**src/rtl/prog_loader_pkg.sv**
```systemverilog
// Shared definitions for the pico-core program loader: FSM encoding,
// buffer geometry, slot timing and a few reference instruction words.
package prog_loader_pkg;

  localparam int PROG_DEPTH  = 16;
  localparam int ADDR_W      = 4;
  localparam int WORD_W      = 16;
  localparam int LEN_W       = ADDR_W + 1;
  localparam int SLOT_CYCLES = 4;

  typedef enum logic [2:0] {
    ST_IDLE = 3'd0,
    ST_LO   = 3'd1,
    ST_HI   = 3'd2,
    ST_EXEC = 3'd3,
    ST_CAP  = 3'd4
  } state_t;

  // Reference instruction words for the pico core (low byte keeps bit7 == bit6).
  localparam logic [WORD_W-1:0] INSN_ADDI_R1_R0_5 = 16'h0505;
  localparam logic [WORD_W-1:0] INSN_LI_R1_3      = 16'h0311;
  localparam logic [WORD_W-1:0] INSN_LI_R2_4      = 16'h0412;
  localparam logic [WORD_W-1:0] INSN_ADD_R3_R1_R2 = 16'h2133;

  // Index of the final word for a requested length; lengths past the buffer
  // size are clamped to the whole buffer.
  function automatic logic [ADDR_W-1:0] last_index(input logic [LEN_W-1:0] len);
    logic [LEN_W-1:0] n;
    n = (len > LEN_W'(PROG_DEPTH)) ? LEN_W'(PROG_DEPTH) : len;
    return ADDR_W'(n - LEN_W'(1));
  endfunction

endpackage

```
**src/rtl/prog_buf.sv**
```systemverilog
// Program word store: one synchronous write port, one combinational read port.
module prog_buf
  import prog_loader_pkg::*;
(
  input  logic              clk,
  input  logic              wr_en,
  input  logic [ADDR_W-1:0] wr_addr,
  input  logic [WORD_W-1:0] wr_data,
  input  logic [ADDR_W-1:0] rd_addr,
  output logic [WORD_W-1:0] rd_data
);

  logic [WORD_W-1:0] mem [PROG_DEPTH];

  // Write port; contents are visible on the read port from the next cycle.
  // NOTE: the array has no reset -- the host always writes a word before it
  // is run, and a reset network on storage only costs routing.
  always_ff @(posedge clk) begin
    if (wr_en) begin
      mem[wr_addr] <= wr_data;
    end
  end

  assign rd_data = mem[rd_addr];

endmodule

```
**src/rtl/prog_loader.sv**
```systemverilog
// Drives the pico core's two-byte instruction-load protocol from a local
// program buffer and captures the core's result byte after each instruction.
module prog_loader
  import prog_loader_pkg::*;
(
  input  logic              clk,
  input  logic              rst,
  input  logic              wr_en,
  input  logic [ADDR_W-1:0] wr_addr,
  input  logic [WORD_W-1:0] wr_data,
  input  logic [LEN_W-1:0]  prog_len,
  input  logic              start,
  input  logic              loop,
  input  logic              abort,
  input  logic [7:0]        cpu_result,
  output logic              load_en,
  output logic [6:0]        data_lo,
  output logic [7:0]        data_hi,
  output logic              busy,
  output logic              done,
  output logic              enc_err,
  output logic              res_valid,
  output logic [7:0]        res_data,
  output logic [ADDR_W-1:0] res_index
);

  state_t            state_q, state_d;
  logic [ADDR_W-1:0] idx_q, last_q, next_idx, rd_addr;
  logic [WORD_W-1:0] rd_data, shadow_q;
  logic              loop_q, abort_q;
  logic              start_ok, run_end;

  prog_buf u_buf (
    .clk     (clk),
    .wr_en   (wr_en),
    .wr_addr (wr_addr),
    .wr_data (wr_data),
    .rd_addr (rd_addr),
    .rd_data (rd_data)
  );

  // A zero-length request never leaves IDLE, so it also never pulses done.
  assign start_ok = (state_q == ST_IDLE) && start && (prog_len != '0);
  // Abort raised during CAP still ends the run at this slot boundary.
  assign run_end  = (state_q == ST_CAP) &&
                    (((idx_q == last_q) && !loop_q) || abort_q || abort);
  assign next_idx = (idx_q == last_q) ? '0 : idx_q + ADDR_W'(1);
  // Address the word that the next LO will send.
  assign rd_addr  = (state_q == ST_IDLE) ? '0 : next_idx;
  assign busy     = (state_q != ST_IDLE);

  // State register.
  // NOTE: sequential state uses non-blocking assignments so every register
  // samples the pre-edge values regardless of block ordering.
  always_ff @(posedge clk or posedge rst) begin
    if (rst) begin
      state_q <= ST_IDLE;
    end else begin
      state_q <= state_d;
    end
  end

  // Next-state logic: fixed LO/HI/EXEC/CAP slot, exits only after CAP.
  // NOTE: state_d gets a default first so no path can infer a latch.
  always_comb begin
    state_d = state_q;
    case (state_q)
      ST_IDLE: if (start_ok) state_d = ST_LO;
      ST_LO:   state_d = ST_HI;
      ST_HI:   state_d = ST_EXEC;
      ST_EXEC: state_d = ST_CAP;
      ST_CAP:  state_d = run_end ? ST_IDLE : ST_LO;
      default: state_d = ST_IDLE;
    endcase
  end

  // Pin outputs decoded from the state register and shadow word only.
  always_comb begin
    load_en = 1'b0;
    data_lo = '0;
    data_hi = '0;
    case (state_q)
      ST_LO: begin
        load_en = 1'b1;
        data_lo = shadow_q[6:0];
      end
      ST_HI: begin
        load_en = 1'b1;
        data_hi = shadow_q[15:8];
      end
      default: ;
    endcase
  end

  // Run context, in-flight word, abort latch, flags and result capture.
  always_ff @(posedge clk or posedge rst) begin
    if (rst) begin
      idx_q     <= '0;
      last_q    <= '0;
      loop_q    <= 1'b0;
      abort_q   <= 1'b0;
      shadow_q  <= '0;
      enc_err   <= 1'b0;
      done      <= 1'b0;
      res_valid <= 1'b0;
      res_data  <= '0;
      res_index <= '0;
    end else begin
      // Snapshot on entry to LO so later buffer writes cannot tear a slot.
      if (state_d == ST_LO) begin
        shadow_q <= rd_data;
      end

      if (start_ok) begin
        idx_q   <= '0;
        last_q  <= last_index(prog_len);
        loop_q  <= loop;
        enc_err <= 1'b0;
      end else if ((state_q == ST_CAP) && !run_end) begin
        idx_q <= next_idx;
      end

      // The core rebuilds bit7 from bit6; flag words it would misread.
      if ((state_q == ST_LO) && (shadow_q[7] != shadow_q[6])) begin
        enc_err <= 1'b1;
      end

      if (state_q == ST_IDLE) begin
        abort_q <= start_ok && abort;
      end else if (run_end) begin
        abort_q <= 1'b0;
      end else if (abort) begin
        abort_q <= 1'b1;
      end

      done      <= run_end;
      res_valid <= (state_q == ST_CAP);
      if (state_q == ST_CAP) begin
        res_data  <= cpu_result;
        res_index <= idx_q;
      end
    end
  end

endmodule

```
**config.mk**
```make
export PLATFORM = sky130hd
export DESIGN_NAME = prog_loader
export DESIGN_NICKNAME = d
export VERILOG_FILES = /design/src/rtl/prog_loader_pkg.sv /design/src/rtl/prog_buf.sv /design/src/rtl/prog_loader.sv
export SDC_FILE = /design/constraint.sdc
export NUM_CORES = 1
export LEC_CHECK = 0
export CAP_MARGIN = 5
export CORE_MARGIN = 3
export CORE_UTILIZATION = 50
export CTS_CLUSTER_DIAMETER = 80
export CTS_CLUSTER_SIZE = 14
export DETAILED_ROUTE_END_ITERATION = 7
export GPL_TIMING_DRIVEN = 0
export PLACE_DENSITY = 0.68
export SYNTH_ARGS = -nofsm -noshare
export SYNTH_HDL_FRONTEND = slang
export SYNTH_SLANG_ARGS = --single-unit
```
**constraint.sdc**
```tcl
create_clock -name clk -period 7.1 [get_ports clk]
set_input_delay 1.42 -clock clk [delete_from_list [all_inputs] [get_ports clk]]
set_output_delay 1.42 -clock clk [all_outputs]
set_load 0.05 [all_outputs]
```
==> flow_metrics.py <==
metrics = {
    "timing": {
        "fin_skew_ns": 0.02350,
        "worst_slew_pin_slew_ns": 0.9454,
        "setup_tns_ns": 0,
        "rsz0062_at_grt": "no",
        "min_period_ns": 4.364,
        "setup-violations-final": 0,
        "slew_viol_final": 0,
        "finalHoldViolCount": 0,
        "slew_headroom": 0.3652,
        "fmax_mhz": 229.1,
        "fin_crit_sh": 0.6147,
    },
    "hold_path": {
        "worstHoldStart": "shadow_q[10]$_DFFE_PP0N_",
        "worst_hold_path.endpoint": "shadow_q[10]$_DFFE_PP0N_",
        "holdPathStages": 2,
        "min_path_type": "reg -> reg",
    },
    "run_status": {
        "status": "finished clean",
    },
    "synth": {
        "yosys_most_used_dff": "edfxtp_1",
        "synth_enable_flop_cells": 256,
        "postSynthCellCount": 854,
        "synth_top_area_frac": 0.6197,
        "avgSynthCellArea_um2": 14.53,
        "ys_seq_area_frac": 0.7085,
        "yosys-top-cells-area": "edfxtp_1 (62%), dfrtp_1 (8.9%), mux2i_1 (3.5%), mux2_2 (2.5%), o21ai_0 (1.8%)",
        "netlist.top_cell.by_area": "edfxtp_1",
        "synth_common_cells": "edfxtp_1 (256), dfrtp_1 (44), o21ai_0 (44)",
        "netlist_area_mm2": 0.01240,
        "ys_ff_latch": 300,
        "synth_cell_types": 62,
        "synthArstFlopShare": 0.1467,
        "synth.most_common_cell": "edfxtp_1",
        "yosysWarnings": 0,
        "syn_nets": 895,
    },
    "route": {
        "ant_nets": 0,
        "route.detailed.drc": 0,
        "dr_wl_met3_mm": 3.077,
        "postRouteWirelength_mm": 32.71,
        "wl_per_cell_um": 24.95,
        "routed.top_layer": "met4",
        "first_pass_iters": 5,
        "vias": 8080,
        "drtIter0Drc": 955,
        "met2_length_mm": 14.83,
        "met1Wirelength_mm": 13.75,
        "viasPerCell": 6.163,
    },
    "setup_path": {
        "endpoint_kind": "primary output",
        "r2r_end": "shadow_q[10]$_DFFE_PP0N_",
        "worstPathRequired_ns": 5.68,
        "reg2reg_setup_slack_ns": 3.63,
        "r2r_cells": 9,
        "path_class": "reg -> out",
        "cp-start-kind": "flip-flop",
        "cp_max_fo": 10,
        "reg2reg_from": "idx_q[1]$_DFFE_PP0P_",
        "critPathArrivalTime_ns": 2.94,
    },
    "floorplanning": {
        "die_h_um": 163.5,
        "ios": 71,
        "die_area_mm2": 0.02674,
        "initial_core_util": 0.5101,
        "coreArea_mm2": 0.02432,
        "die_w_um": 163.5,
        "rows": 57,
    },
    "grt": {
        "grt_first_pass_wirelength_mm": 48.87,
        "grt_max_degree": 40,
        "grt_usage": 0.2450,
        "grt_overflow": 0,
        "antenna_found_initial": 0,
        "grt_pass1_vias": 7957,
    },
    "placed_design": {
        "placed_area_mm2": 0.01379,
        "port_buffers": 70,
        "place.gp.congestion": 0.8868,
        "dp_hpwl_mm": 22.39,
    },
    "final_layout": {
        "drive_gt1_frac": 0.1258,
        "syn_to_final_growth_pct": 16.92,
        "multi_input_area_mm2": 0.003346,
        "fill_cells": 1890,
        "stdcell_area_mm2": 0.01450,
        "regArea_mm2": 0.008788,
        "nets": 1008,
    },
    "clocking": {
        "tritoncts": "built",
        "cts_repair_resize_count": 0,
        "cts_setup_buffers": 0,
        "cts_max_path_buffers": 3,
        "hold_buffers": 0,
        "cts-root-buf": "clkbuf_16",
        "clk_latency_ns": 0.54,
        "cts_buffers": 25,
        "clock-sinks": 300,
        "cts_htree_levels": 1,
        "clk_pin_slew_worst_paths_ns": 0.07,
    },
    "power": {
        "peakVddDrop_v": 0.0002029,
        "power.leakage_nw": 4.728,
        "power_density_mw_per_mm2": 367.9,
    },
    "flow_run": {
        "max-cap-violations": 0,
    },
}
## state kept, by name, summed over array words and instances (netlist names)
signal	cells
abort_q	1
res_data	8
u_buf.mem	256
res_valid	1
state_q	3
done	1
idx_q	4
res_index	4
last_q	4
loop_q	1
enc_err	1
shadow_q	16
## area by class of cell
cell class                 instances  area share
antenna                            1   0.0001725
buffer                            57     0.01812
clock buffer                      44     0.04805
clock inverter                     2    0.001208
inverter                          16    0.004141
multi-input combinational        481      0.2307
sequential                       300      0.6060
tap                              324     0.02795
timing repair buffer              86     0.06367
## cell families after synthesis
family / synth area share
flops: 0.7085
compound gates: 0.1140
simple gates: 0.07737
buf+inv: 0.02602
mux: 0.06102
xor+xnor: 0.01110
fa+ha+maj: 0.002017
## power breakdown
part           switching (mW)  internal [mW]
registers              0.0844           2.05
logic                    1.27          0.662
clock network           0.606          0.666
## placed cells by master (no fill, tap or decap), types with 4 or more instances in the layout
| cell type | n |
|---|---|
| buf_2 | 20 |
| o22ai_1 | 17 |
| inv_1 | 15 |
| and2_1 | 17 |
| dfrtp_1 | 44 |
| or4_1 | 4 |
| xor2_1 | 5 |
| a21oi_1 | 43 |
| nor3_2 | 5 |
| a2111oi_0 | 13 |
| a211oi_1 | 25 |
| a311oi_1 | 4 |
| clkbuf_16 | 25 |
| nor3_1 | 14 |
| o221ai_1 | 7 |
| nand3_1 | 33 |
| edfxtp_1 | 256 |
| nand4_1 | 6 |
| nor2_1 | 30 |
| o21ai_0 | 44 |
| nor2_2 | 11 |
| buf_8 | 10 |
| clkdlybuf4s50_1 | 70 |
| nor2b_1 | 25 |
| clkbuf_1 | 47 |
| buf_4 | 5 |
| mux2i_1 | 43 |
| nand2_1 | 23 |
| a41oi_1 | 11 |
| a31oi_1 | 16 |
| xnor2_1 | 7 |
| buf_6 | 5 |
| mux2_2 | 27 |
## critical path: stages (launching register included)
cell             delay, ns
dfrtp_1               0.51
nor3b_1               0.27
clkbuf_1              0.53
and2_1                0.28
clkdlybuf4s50_1       0.82
## metrics by stage
step	hold slack (ns)	instances	util	power, mW	setup WS (ns)
2_1_floorplan	0.4584	854	-	3.431	3.625
3_3_place_gp	0.4848	1248	0.5555	4.039	2.119
3_5_place_dp	0.4902	1264	0.5669	4.077	3.234
4_1_cts	0.5062	1310	0.5962	5.337	2.748
5_1_grt	0.5131	1310	0.5962	5.563	2.632
6_report	0.5032	1311	0.5963	5.335	2.736
## how the worst max path moves through the flow
stage                     cells after the start                 start                        end
final                                         4  state_q[1]$_DFF_PP0_                 data_hi[1]
after global routing                          4  state_q[1]$_DFF_PP0_                 data_hi[1]
after CTS                                     4  state_q[1]$_DFF_PP0_                 data_hi[0]
after detailed placement                      8           prog_len[0]   shadow_q[10]$_DFFE_PP0N_
after global placement                        3                 wr_en  u_buf.mem[0][1]$_DFFE_PP_
after floorplan                               2            wr_addr[2]  u_buf.mem[0][0]$_DFFE_PP_
## layer usage
metal / up-vias / GRT usage
met5: - / 0
met2: 466 / 0.3844
met1: 3997 / 0.3583
li1: 3559 / -
met3: 58 / 0.03855
met4: 0 / 0.07113
Power figures use the tool's default switching activity.
